## src/rtl/sd_spi_command_sequencer.sv

```systemverilog
// SD-card SPI-mode command sequencer: decodes parsed commands, tracks card state,
// and streams R1/R7 responses and single-block read data to the SPI transmitter.
module sd_spi_command_sequencer #(
    parameter int DEFAULT_BLOCK_LEN = 512,
    parameter int MAX_BLOCK_LEN     = 2048,
    parameter int NCR_BYTES         = 1,
    parameter int NAC_BYTES         = 2
) (
    input  logic        clock,
    input  logic        reset,
    input  logic        io_CommandValid,
    input  logic        io_CommandCrcOk,
    input  logic [5:0]  io_Command,
    input  logic [31:0] io_CommandArgument,
    input  logic        io_CsActive,
    output logic [7:0]  io_TxData,
    output logic        io_TxValid,
    input  logic        io_TxReady,
    output logic        io_MemReq,
    output logic [31:0] io_MemAddr,
    input  logic [7:0]  io_MemData,
    input  logic        io_MemAck,
    output logic [11:0] io_BlockLength,
    output logic        io_Idle,
    output logic        io_Busy
);

    typedef enum logic [3:0] {
        S_WAIT,
        S_NCR,
        S_RESP,
        S_R7TAIL,
        S_NAC,
        S_TOKEN,
        S_FETCH,
        S_SEND,
        S_CRC
    } state_t;

    localparam logic [7:0]  LP_NCR     = 8'(NCR_BYTES);
    localparam logic [7:0]  LP_NAC     = 8'(NAC_BYTES);
    localparam logic [31:0] LP_MAX_LEN = 32'(MAX_BLOCK_LEN);
    localparam logic [11:0] LP_DEF_LEN = 12'(DEFAULT_BLOCK_LEN);

    state_t      r_state;
    logic        r_idle;
    logic        r_app;
    logic [11:0] r_blockLen;
    logic [11:0] r_curLen;
    logic [11:0] r_index;
    logic [7:0]  r_count;
    logic [7:0]  r_r1;
    logic        r_isCmd8;
    logic        r_readArmed;
    logic [31:0] r_arg;
    logic [7:0]  r_txData;
    logic        r_txValid;
    logic        r_memReq;
    logic [31:0] r_memAddr;

    logic        w_accept;
    logic [7:0]  w_idleBit;
    logic [7:0]  w_r1;
    logic        w_nextIdle;
    logic        w_nextApp;
    logic        w_lenLoad;
    logic        w_isCmd8;
    logic        w_readArm;

    assign w_accept  = r_txValid & io_TxReady;
    assign w_idleBit = {7'd0, r_idle};

    // Echo-back bytes of R7: two reserved zero bytes, then voltage nibble and check pattern.
    function automatic logic [7:0] r7Byte(input logic [1:0] idx, input logic [11:0] voltArg);
        case (idx)
            2'd2:    r7Byte = {4'h0, voltArg[11:8]};
            2'd3:    r7Byte = voltArg[7:0];
            default: r7Byte = 8'h00;
        endcase
    endfunction

    // A bad CRC leaves every piece of card state untouched, including the app prefix.
    always_comb begin
        w_r1       = 8'h04 | w_idleBit;
        w_nextIdle = r_idle;
        w_nextApp  = 1'b0;
        w_lenLoad  = 1'b0;
        w_isCmd8   = 1'b0;
        w_readArm  = 1'b0;
        if (!io_CommandCrcOk) begin
            w_r1      = 8'h08 | w_idleBit;
            w_nextApp = r_app;
        end else if (io_Command == 6'd0) begin
            w_nextIdle = 1'b1;
            w_r1       = 8'h01;
        end else if (io_Command == 6'd8) begin
            w_r1     = w_idleBit;
            w_isCmd8 = 1'b1;
        end else if (io_Command == 6'd55) begin
            w_nextApp = 1'b1;
            w_r1      = w_idleBit;
        end else if (io_Command == 6'd41 && r_app) begin
            w_nextIdle = 1'b0;
            w_r1       = 8'h00;
        end else if (io_Command == 6'd16) begin
            if (io_CommandArgument == 32'd0 || io_CommandArgument > LP_MAX_LEN) begin
                w_r1 = 8'h40 | w_idleBit;
            end else begin
                w_lenLoad = 1'b1;
                w_r1      = w_idleBit;
            end
        end else if (io_Command == 6'd17) begin
            if (r_idle) begin
                w_r1 = 8'h05;
            end else begin
                w_r1      = 8'h00;
                w_readArm = 1'b1;
            end
        end
    end

    always_ff @(posedge clock) begin
        if (!reset) begin
            r_state     <= S_WAIT;
            r_idle      <= 1'b1;
            r_app       <= 1'b0;
            r_blockLen  <= LP_DEF_LEN;
            r_curLen    <= LP_DEF_LEN;
            r_index     <= 12'd0;
            r_count     <= 8'd0;
            r_r1        <= 8'hFF;
            r_isCmd8    <= 1'b0;
            r_readArmed <= 1'b0;
            r_arg       <= 32'd0;
            r_txData    <= 8'hFF;
            r_txValid   <= 1'b0;
            r_memReq    <= 1'b0;
            r_memAddr   <= 32'd0;
        end else if (!io_CsActive) begin
            // Deselect abandons the transaction; any ack arriving now is simply ignored.
            r_state   <= S_WAIT;
            r_txValid <= 1'b0;
            r_txData  <= 8'hFF;
            r_memReq  <= 1'b0;
        end else begin
            case (r_state)
                S_WAIT: begin
                    if (io_CommandValid) begin
                        r_r1        <= w_r1;
                        r_idle      <= w_nextIdle;
                        r_app       <= w_nextApp;
                        r_isCmd8    <= w_isCmd8;
                        r_readArmed <= w_readArm;
                        r_arg       <= io_CommandArgument;
                        if (w_lenLoad) begin
                            r_blockLen <= io_CommandArgument[11:0];
                        end
                        r_txValid <= 1'b1;
                        if (NCR_BYTES > 0) begin
                            r_state  <= S_NCR;
                            r_count  <= LP_NCR;
                            r_txData <= 8'hFF;
                        end else begin
                            r_state  <= S_RESP;
                            r_txData <= w_r1;
                        end
                    end
                end
                S_NCR: begin
                    if (w_accept) begin
                        r_count <= r_count - 8'd1;
                        if (r_count == 8'd1) begin
                            r_state  <= S_RESP;
                            r_txData <= r_r1;
                        end
                    end
                end
                S_RESP: begin
                    if (w_accept) begin
                        if (r_isCmd8) begin
                            r_state  <= S_R7TAIL;
                            r_count  <= 8'd0;
                            r_txData <= 8'h00;
                        end else if (r_readArmed) begin
                            if (NAC_BYTES > 0) begin
                                r_state  <= S_NAC;
                                r_count  <= LP_NAC;
                                r_txData <= 8'hFF;
                            end else begin
                                r_state  <= S_TOKEN;
                                r_txData <= 8'hFE;
                                r_curLen <= r_blockLen;
                            end
                        end else begin
                            r_state   <= S_WAIT;
                            r_txValid <= 1'b0;
                            r_txData  <= 8'hFF;
                        end
                    end
                end
                S_R7TAIL: begin
                    if (w_accept) begin
                        if (r_count == 8'd3) begin
                            r_state   <= S_WAIT;
                            r_txValid <= 1'b0;
                            r_txData  <= 8'hFF;
                        end else begin
                            r_count  <= r_count + 8'd1;
                            r_txData <= r7Byte(r_count[1:0] + 2'd1, r_arg[11:0]);
                        end
                    end
                end
                S_NAC: begin
                    if (w_accept) begin
                        r_count <= r_count - 8'd1;
                        if (r_count == 8'd1) begin
                            r_state  <= S_TOKEN;
                            r_txData <= 8'hFE;
                            r_curLen <= r_blockLen;
                        end
                    end
                end
                S_TOKEN: begin
                    if (w_accept) begin
                        r_state   <= S_FETCH;
                        r_index   <= 12'd0;
                        r_txValid <= 1'b0;
                        r_txData  <= 8'hFF;
                        r_memReq  <= 1'b1;
                        r_memAddr <= r_arg;
                    end
                end
                S_FETCH: begin
                    if (io_MemAck) begin
                        r_state   <= S_SEND;
                        r_memReq  <= 1'b0;
                        r_txData  <= io_MemData;
                        r_txValid <= 1'b1;
                    end
                end
                S_SEND: begin
                    if (w_accept) begin
                        if (r_index == r_curLen - 12'd1) begin
                            r_state  <= S_CRC;
                            r_count  <= 8'd2;
                            r_txData <= 8'hFF;
                        end else begin
                            r_state   <= S_FETCH;
                            r_index   <= r_index + 12'd1;
                            r_txValid <= 1'b0;
                            r_txData  <= 8'hFF;
                            r_memReq  <= 1'b1;
                            r_memAddr <= r_arg + {20'd0, r_index + 12'd1};
                        end
                    end
                end
                S_CRC: begin
                    if (w_accept) begin
                        r_count <= r_count - 8'd1;
                        if (r_count == 8'd1) begin
                            r_state   <= S_WAIT;
                            r_txValid <= 1'b0;
                        end
                    end
                end
                default: begin
                    r_state   <= S_WAIT;
                    r_txValid <= 1'b0;
                    r_txData  <= 8'hFF;
                    r_memReq  <= 1'b0;
                end
            endcase
        end
    end

    assign io_TxData      = r_txData;
    assign io_TxValid     = r_txValid;
    assign io_MemReq      = r_memReq;
    assign io_MemAddr     = r_memAddr;
    assign io_BlockLength = r_blockLen;
    assign io_Idle        = r_idle;
    assign io_Busy        = (r_state != S_WAIT);

endmodule

```

## config.mk

```make
export PLATFORM = sky130hd
export DESIGN_NAME = sd_spi_command_sequencer
export DESIGN_NICKNAME = d
export VERILOG_FILES = /design/src/rtl/sd_spi_command_sequencer.sv
export SDC_FILE = /design/constraint.sdc
export NUM_CORES = 1
export LEC_CHECK = 0
export BUFFER_PORTS_ARGS = -buffer_cell sky130_fd_sc_hd__buf_2
export CAP_MARGIN = 20
export CELL_PAD_IN_SITES_DETAIL_PLACEMENT = 0
export CELL_PAD_IN_SITES_GLOBAL_PLACEMENT = 2
export CORE_MARGIN = 1.5
export CORE_UTILIZATION = 35
export DETAILED_ROUTE_END_ITERATION = 7
export GPL_ROUTABILITY_DRIVEN = 0
export PLACE_DENSITY = 0.86
export REMOVE_ABC_BUFFERS = 1
export SKIP_LAST_GASP = 1
export SYNTH_ARGS = -nofsm -noshare
export SYNTH_HDL_FRONTEND = slang
export SYNTH_SLANG_ARGS = --single-unit
```

## constraint.sdc

```tcl
create_clock -name clock -period 8.25 [get_ports clock]
set_input_delay 0.4125 -clock clock [delete_from_list [all_inputs] [get_ports clock]]
set_output_delay 0.4125 -clock clock [all_outputs]
set_load 0.01 [all_outputs]
```

# Word-level counts from Yosys, hierarchy flattened
# Cells that the tools add are included.
# W data, S select, Z words.
dict set report word_totals {
  output_inout_bits 56
  input_bits 53
  reg_bits 134
  word_cells 192
}
dict set report classes {
  addsub 6
  reduce_logical 25
  n_eq_ne 41
  n_lt_le_gt_ge 1
  n_bitwise 4
  mux 100
}
# op n
set ops {}
lappend ops {{$mux W8} 26}
lappend ops {{$mux W32} 3}
lappend ops {{$pmux W32 S2} 1}
lappend ops {{$pmux W8 S8} 1}
lappend ops {{$mux W4} 14}
lappend ops {{$mux W1} 41}
lappend ops {{$ne A2 B2 Y1 const B} 20}
lappend ops {{$pmux W8 S5} 1}
lappend ops {{$mux W12} 3}
lappend ops {{$pmux W4 S9} 1}
lappend ops {{$add A32 B12 Y32} 1}
lappend ops {{$gt A32 B12 Y1 const B} 1}
lappend ops {{$logic_not A32 Y1} 1}
lappend ops {{$reduce_and A13 Y1} 2}
lappend ops {{$pmux W12 S2} 1}
lappend ops {{$reduce_and A10 Y1} 2}
lappend ops {{$eq A4 B3 Y1 const B} 4}
lappend ops {{$pmux W8 S2} 1}
lappend ops {{$add A12 B1 Y12 const B} 1}
lappend ops {{$eq A12 B12 Y1} 1}
lappend ops {{$eq A6 B5 Y1 const B} 2}
lappend ops {{$eq A6 B6 Y1 const B} 2}
lappend ops {{$mux W3} 4}
lappend ops {{$reduce_and A4 Y1} 3}
lappend ops {{other kinds (32)} 40}

# Longest topological paths before layout
# Gate-level depths: netlist (run 1).
dict set report depth {
  ltp_word 10
  mapped_depth 15
  depth_no_buf 14
}

# Worst setup path before layout (run 1)
# Ideal clock, no wire load.
dict set report synth_timing {
  path_type {register to register}
  start {register r_index[2]}
  end {register r_memAddr[30] (netlist: io_MemAddr[30])}
  t_arrival_ps 3338
  setup_slack_ps 4831
  synth_period_minus_slack_ps 3419
  path_stages_with_launch 16
  n_path_buf 1
  setup_time_ps 81
  required_time_ps 8169
  cell_sequence {dfxtp_1 -> clkbuf_1 -> nand3_1 -> nor2_1 -> nand3_1 -> nor2_1 -> nand3_1 -> xnor2_1 -> ha_1 -> o21ai_0 -> nand2b_1 -> o21ai_0 -> a211oi_1 -> nand4_1 -> xor2_1 -> a211oi_2}
}
dict set report synth_via {
  elab_chain_len 5
  elab_cells_between_ends 8
  classes_between {add/sub: 2; eq/ne: 2; mux: 3; reduce/logical: 1}
}
# item line_no
set synth_rtl {}
lappend synth_rtl {{start: declaration} 50} ;# logic [11:0] r_index;
lappend synth_rtl {{start signal: assignment} 249} ;# r_index <= r_index + 12'd1;
lappend synth_rtl {{$add A12 B1 Y12} 253} ;# r_memAddr <= r_arg + {20'd0, r_index + 12'd1};
lappend synth_rtl {{$add A32 B12 Y32} 253}
lappend synth_rtl {{$mux W32} 243} ;# if (r_index == r_curLen - 12'd1) begin
lappend synth_rtl {{$mux W32} 242} ;# if (w_accept) begin
lappend synth_rtl {{$pmux W32 S2} 146} ;# case (r_state)
lappend synth_rtl {{end signal: assignment} 230} ;# r_memAddr <= r_arg;
lappend synth_rtl {{end signal: assignment} 253}
lappend synth_rtl {{end: declaration} 59} ;# logic [31:0] r_memAddr;
# Parallel ways exist; a longest one is shown, timed or not. The select of a mux whose other input is x is not followed.
# A chain may end at the register's enable or synchronous reset.

# Worst setup path in the final report (run 1)
# Ends and elaborated chain as after synthesis.

==> results.sh, run 1 <==
export IMPL_status="finished, final reports clean"
export IMPL_synth_cell_types=87
export IMPL_r2r_slack_ps=4180
export IMPL_numCtsBuffers=17
export IMPL_path_common_cell="nand3_1"
export IMPL_nets=1103
export IMPL_crit_chain="nand3_1, nor2_1, nand3_1, nor2_1, xnor2_1, ha_1, and3_1, and3_1, nand3_1, a211oi_1, nand4_1, xor2_1, a211oi_2"
export IMPL_post_cts_resized=0
export IMPL_crit_family="simple AND/OR/NAND/NOR gates"
export IMPL_grt_max_degree=51
export IMPL_relSlewSlack_pct=28.7
export IMPL_seq_area_frac_synth_pct=33.6
export IMPL_cts_root_buf="clkbuf_16"
export IMPL_max_stage_delay_ps=870
export IMPL_syn_inst=961
export IMPL_overflow=0
export IMPL_drt_wl_total_mm=24.0
export IMPL_setup_viol=0
export IMPL_yosysTopAreaCellShare_pct=33.6
export IMPL_total_leakage_power_uw=0.00338
export IMPL_cp_required_ps=8580
export IMPL_tightest_slew_ps=1060
export IMPL_max_cap_violations=0
export IMPL_ys_async_sr_fraction_pct=0
export IMPL_synth_warnings=0
export IMPL_antennaDiodeCount=0
export IMPL_start_util_pct=35.7
export IMPL_avgSynthCellArea_um2=8.13
export IMPL_clkSinkCount=131
export IMPL_via_count=7324
export IMPL_critPathBufInv=0
export IMPL_critPathCaptureType="flip-flop"
export IMPL_drt_drc_violations_left=0
export IMPL_ys_ff_latch=131
export IMPL_clk_pin_slew_ps=70
export IMPL_dr_pass1_iters=5
export IMPL_peakVddDrop_mv=0.0977
export IMPL_viasPerCell=5.53
export IMPL_grt_use_total_pct=20.8
export IMPL_num_io_pins=109
export IMPL_wl_per_cell_um=18.1
export IMPL_final_core_util_pct=41.7
export IMPL_final_antenna_net_count=0
export IMPL_hold_path_class="in2reg"
export IMPL_dp_hpwl_mm=16.7
export IMPL_worstPathMaxFanout=9
export IMPL_cts_max_level=4
export IMPL_dp_slack_ps=4220
export IMPL_period_needed_ps=4070
export IMPL_synth_enable_flop_cells=0
export IMPL_layout_drive_gt1_share_pct=18.5
export IMPL_tns_ps=0
export IMPL_grt_pass1_vias=6901
export IMPL_rsz0062_at_grt="false"
export IMPL_cts_tree="built"
export IMPL_synth_area_leader_cell="dfxtp_1"
export IMPL_cp_slowest_cell="a211oi_1"
export IMPL_final_cell_mix="dfxtp_1, nand2_1, buf_2, a21oi_1, nor2_1"
export IMPL_initialDrtViolationCount=423
export IMPL_hold_viol=0
export IMPL_post_cts_buffers=0
export IMPL_critical_path_class="reg2reg"
export IMPL_post_route_period_util_pct=49.4
export IMPL_clk_path_buf_depth=2
export IMPL_worst_skew_pair_late_latency_ps=420
export IMPL_setup_ws_ps=4180
export IMPL_synth_area_leaders="dfxtp_1, a21oi_1, nand2_1, mux2i_1, a211oi_2"
export IMPL_die_h_um=152
export IMPL_fmax_ghz=0.245
export IMPL_startpoint_type="flip-flop"
export IMPL_cellPowerDensity_nw_per_um2=260
export IMPL_rows=54
export IMPL_area_delta_synth_final_pct=16.9
export IMPL_ys_flop_type="dfxtp_1"
export IMPL_grt_pass1_wl_mm=38.5
export IMPL_core_um2=21900
export IMPL_die_area_um2=23200
export IMPL_totalPowerFinal_uw=2370
export IMPL_slew_violations=0
export IMPL_cts_hold_fix_buffers=0
export IMPL_syn_area_um2=7810
export IMPL_worstPathArrival_ps=4400
export IMPL_port_buffers=108
export IMPL_fp_dieW_um=152
export IMPL_final_common_cell="dfxtp_1"
export IMPL_antenna_found_initial=0
export IMPL_skew_ps=11.4
-- cell type report --
cell class,instances,area (µm²)
tap,280,350
sequential,131,2620
clock inverter,13,171
timing repair buffer,124,661
clock buffer,19,443
inverter,17,65.1
multi-input combinational,740,4820
fill,2275,12800
-- tightest hold or removal path: stages --
cell and delay [ps]:
buf_2 110, nand2_1 50, a21oi_1 50
-- Yosys cell counts (5+ instances only) --
| master | number |
|---|---|
| and2_1 | 10 |
| a221oi_1 | 6 |
| o21ai_0 | 31 |
| o311ai_1 | 5 |
| nand4_1 | 17 |
| a21oi_1 | 98 |
| a31oi_1 | 11 |
| nor2_1 | 80 |
| and3_1 | 11 |
| xnor2_1 | 30 |
| a21o_1 | 5 |
| dfxtp_1 | 131 |
| buf_1 | 9 |
| a211oi_2 | 25 |
| o211ai_1 | 14 |
| nor3_1 | 21 |
| clkbuf_1 | 56 |
| inv_1 | 15 |
| a22oi_1 | 10 |
| o21ai_1 | 8 |
| a211oi_1 | 14 |
| nand3_1 | 32 |
| nand2_1 | 120 |
| xor2_1 | 22 |
| or3_1 | 6 |
| nor4_1 | 15 |
| mux2i_1 | 38 |
| ha_1 | 18 |
-- power breakdown --
part           internal [µW]  leakage, µW  switching (µW)
Clock                    489     0.000295             310
Combinational            300      0.00202             477
Sequential               700      0.00106            95.8
Total                   1490      0.00338             883
-- layer usage --
metal	part of all wire, %	global-route usage (%)	vias up
li1	-	-	3662
met5	0	0	-
met1	49	28.9	3478
met2	44	32.3	161
met4	1.9	6.78	0
met3	4.7	3.81	23
-- through the flow --
step           instances  cell area, µm²  hold WS (ps)
2_1_floorplan        888            7500           434
3_3_place_gp        1292            8520           451
3_5_place_dp        1292            8520           460
4_1_cts             1324            9140           218
5_1_grt             1324            9140           233
6_report            1324            9140           232
-- kinds of logic after synthesis --
group	share of synthesized area, %
and+or+nand+nor	22.0
AOI/OAI and AO/OA	25.3
DFF	33.6
buffers and inverters	4.80
xor gates and xnor gates	6.13
muxes	4.87
adders and majority gates	3.27
-- final timing paths --
path,startpoint,end,cells past startpoint
worst min-delay path,io_CommandArgument[28],r_arg[28]$_SDFFE_PN0P_,3
worst max-delay path,r_index[2]$_SDFFE_PN0P_,io_MemAddr[30]$_SDFFE_PN0P_,13
worst min register to register,r_app$_SDFFE_PN0P_,r_app$_SDFFE_PN0P_,2
worst max register to register,r_index[2]$_SDFFE_PN0P_,io_MemAddr[30]$_SDFFE_PN0P_,13
-- registers in the layout, indices dropped and copies added, names as in the netlist --
name and count:
r_index 12, io_BlockLength 12, io_TxData 8, r_isCmd8 1, r_count 8, r_r1 5, io_Idle 1, r_state 4
io_TxValid 1, r_curLen 12, r_arg 32, io_MemReq 1, r_readArmed 1, r_app 1, io_MemAddr 32
Note: power is estimated with default switching activity, not from simulation.
==> inputs of run 2 (changes only) <==
--- a/config.mk
+++ b/config.mk
@@ -10,10 +10,10 @@
 export CELL_PAD_IN_SITES_DETAIL_PLACEMENT = 0
 export CELL_PAD_IN_SITES_GLOBAL_PLACEMENT = 2
 export CORE_MARGIN = 1.5
-export CORE_UTILIZATION = 35
+export CORE_UTILIZATION = 31
 export DETAILED_ROUTE_END_ITERATION = 7
 export GPL_ROUTABILITY_DRIVEN = 0
-export PLACE_DENSITY = 0.86
+export PLACE_DENSITY = 0.81
 export REMOVE_ABC_BUFFERS = 1
 export SKIP_LAST_GASP = 1
 export SYNTH_ARGS = -nofsm -noshare
==> constraint.sdc (replaced) <==
create_clock -name clock -period 3.7 [get_ports clock]
set_input_delay 0.185 -clock clock [delete_from_list [all_inputs] [get_ports clock]]
set_output_delay 0.185 -clock clock [all_outputs]
set_load 0.01 [all_outputs]
==> results.sh, run 2 (synthesis gave the netlist of run 1 again) <==
export IMPL_layout_cells_non_filler=1394
export IMPL_grt_use_total_pct=19.4
export IMPL_die_area_um2=26200
export IMPL_rows=57
export IMPL_fmax_ghz=0.296
export IMPL_dp_hpwl_mm=17.6
export IMPL_wl_per_cell_um=18.0
export IMPL_initialDrtViolationCount=525
export IMPL_cts_root_buf="clkbuf_16"
export IMPL_port_buffers=108
export IMPL_skew_ps=10.0
export IMPL_cp_required_ps=4050
export IMPL_grt_max_degree=94
export IMPL_num_io_pins=109
export IMPL_post_place_cells=1352
export IMPL_dp_slack_ps=308
export IMPL_peakVddDrop_mv=0.299
export IMPL_r2r_slack_ps=320
export IMPL_clkSinkCount=131
export IMPL_post_cts_buffers=0
export IMPL_use_met1_pct=27.0
export IMPL_dr_pass1_iters=5
export IMPL_hold_path_class="in2reg"
export IMPL_tightest_slew_ps=796
export IMPL_numCtsBuffers=17
export IMPL_rsz0062_at_grt="false"
export IMPL_crit_chain="ha_1, nand3_1, nor2_2, nand3_1, xnor2_1, ha_1, and3_1, and3_1, nand3_1, a211oi_1, buf_4, nand4_1, xor2_1, a211oi_2"
export IMPL_die_h_um=162
export IMPL_fp_dieW_um=162
export IMPL_use_met2_pct=31.0
export IMPL_worstPathMaxFanout=7
export IMPL_tns_ps=0
export IMPL_cellPowerDensity_nw_per_um2=568
export IMPL_area_delta_synth_final_pct=20.9
export IMPL_overflow=0
export IMPL_status="finished, final reports clean"
export IMPL_final_antenna_net_count=0
export IMPL_nets=1129
export IMPL_fillCellCount=2595
export IMPL_antennaDiodeCount=0
export IMPL_period_needed_ps=3380
export IMPL_post_route_period_util_pct=91.2
export IMPL_final_common_cell="dfxtp_1"
export IMPL_viasPerCell=5.38
export IMPL_via_count=7496
export IMPL_cts_tree="built"
export IMPL_cts_max_level=4
export IMPL_worst_skew_pair_late_latency_ps=430
export IMPL_path_common_cell="nand3_1"
export IMPL_worstPathArrival_ps=3720
export IMPL_detailed_place_area_um2=8730
export IMPL_total_leakage_power_uw=0.00350
export IMPL_clk_path_buf_depth=2
export IMPL_relSlewSlack_pct=46.8
export IMPL_critical_path_class="reg2reg"
export IMPL_cp_slowest_cell="dfxtp_1"
export IMPL_grt_busiest_layer="met2"
export IMPL_setup_viol=0
export IMPL_core_um2=24500
export IMPL_drt_drc_violations_left=0
export IMPL_fin_area_um2=9450
export IMPL_setup_ws_ps=325
export IMPL_start_util_pct=31.9
export IMPL_antenna_found_initial=0
export IMPL_hold_viol=0
export IMPL_final_cell_mix="dfxtp_1, nand2_1, buf_2, a21oi_1, nor2_1"
export IMPL_use_met3_pct=3.68
export IMPL_max_stage_delay_ps=400
export IMPL_grt_pass1_vias=7096
export IMPL_max_cap_violations=0
export IMPL_layout_drive_gt1_share_pct=19.7
export IMPL_startpoint_type="flip-flop"
export IMPL_grt_pass1_wl_mm=40.0
export IMPL_drt_wl_total_mm=25.2
export IMPL_critPathCaptureType="flip-flop"
export IMPL_clk_pin_slew_ps=70
export IMPL_slew_violations=0
[run 2: path summary, 6_finish.rpt]
path	start	depth (start not counted)	to
worst max-delay path	r_index[0]$_SDFFE_PN0P_	14	io_MemAddr[30]$_SDFFE_PN0P_
worst min-delay path	io_CommandArgument[15]	3	r_arg[15]$_SDFFE_PN0P_
worst max register to register	r_index[0]$_SDFFE_PN0P_	14	io_MemAddr[30]$_SDFFE_PN0P_
worst min register to register	r_app$_SDFFE_PN0P_	2	r_app$_SDFFE_PN0P_
[run 2: metrics by stage]
| step | utilization (%) | total power, µW | hold WS, ps |
|---|---|---|---|
| after floorplan | - | 2960 | 247 |
| after global placement | 35.6 | 3610 | 442 |
| after detailed placement | 35.6 | 3600 | 444 |
| after CTS | 38.5 | 5390 | 0.279 |
| after global routing | 38.5 | 5680 | 9.70 |
| final | 38.5 | 5360 | 13.2 |
[run 2: report_power, final]
part / internal (µW) / switching [µW]
combinational: 718 / 1120
clock: 1030 / 729
sequential: 1560 / 203
total: 3310 / 2050
[run 2: layout make-up]
class | count | area [µm²] | area share (%)
multi-input cells | 740 | 4820 | 51.1
clock buffers | 18 | 439 | 4.65
flip-flops and latches | 131 | 2620 | 27.8
well taps | 324 | 405 | 4.29
inverters | 17 | 65.1 | 0.689
clock inverters | 14 | 170 | 1.80
repair buffers | 150 | 918 | 9.72
[run 2: what timing repair did]
item,CTS,global route
endpoints found under the setup margin,0,7
hold buffers,10,0
endpoints found under the hold margin,10,0
gates resized for setup,0,1
[run 2: worst max-delay path, delay by kind of cell, from the launching register on]
kind | cells | cell delay [ps]
adders and majority gates | 2 | 620
DFF | 1 | 400
and+or+nand+nor | 7 | 1300
xor gates and xnor gates | 2 | 350
buffers and inverters | 1 | 200
AOI/OAI and AO/OA | 2 | 430
[run 2: per-layer routing]
metal / part of all wire (%) / wire [µm]
met1: 48 / 12000
met2: 46 / 11500
met3: 5.5 / 1390
met5: 0 / 0
met4: 1.2 / 291
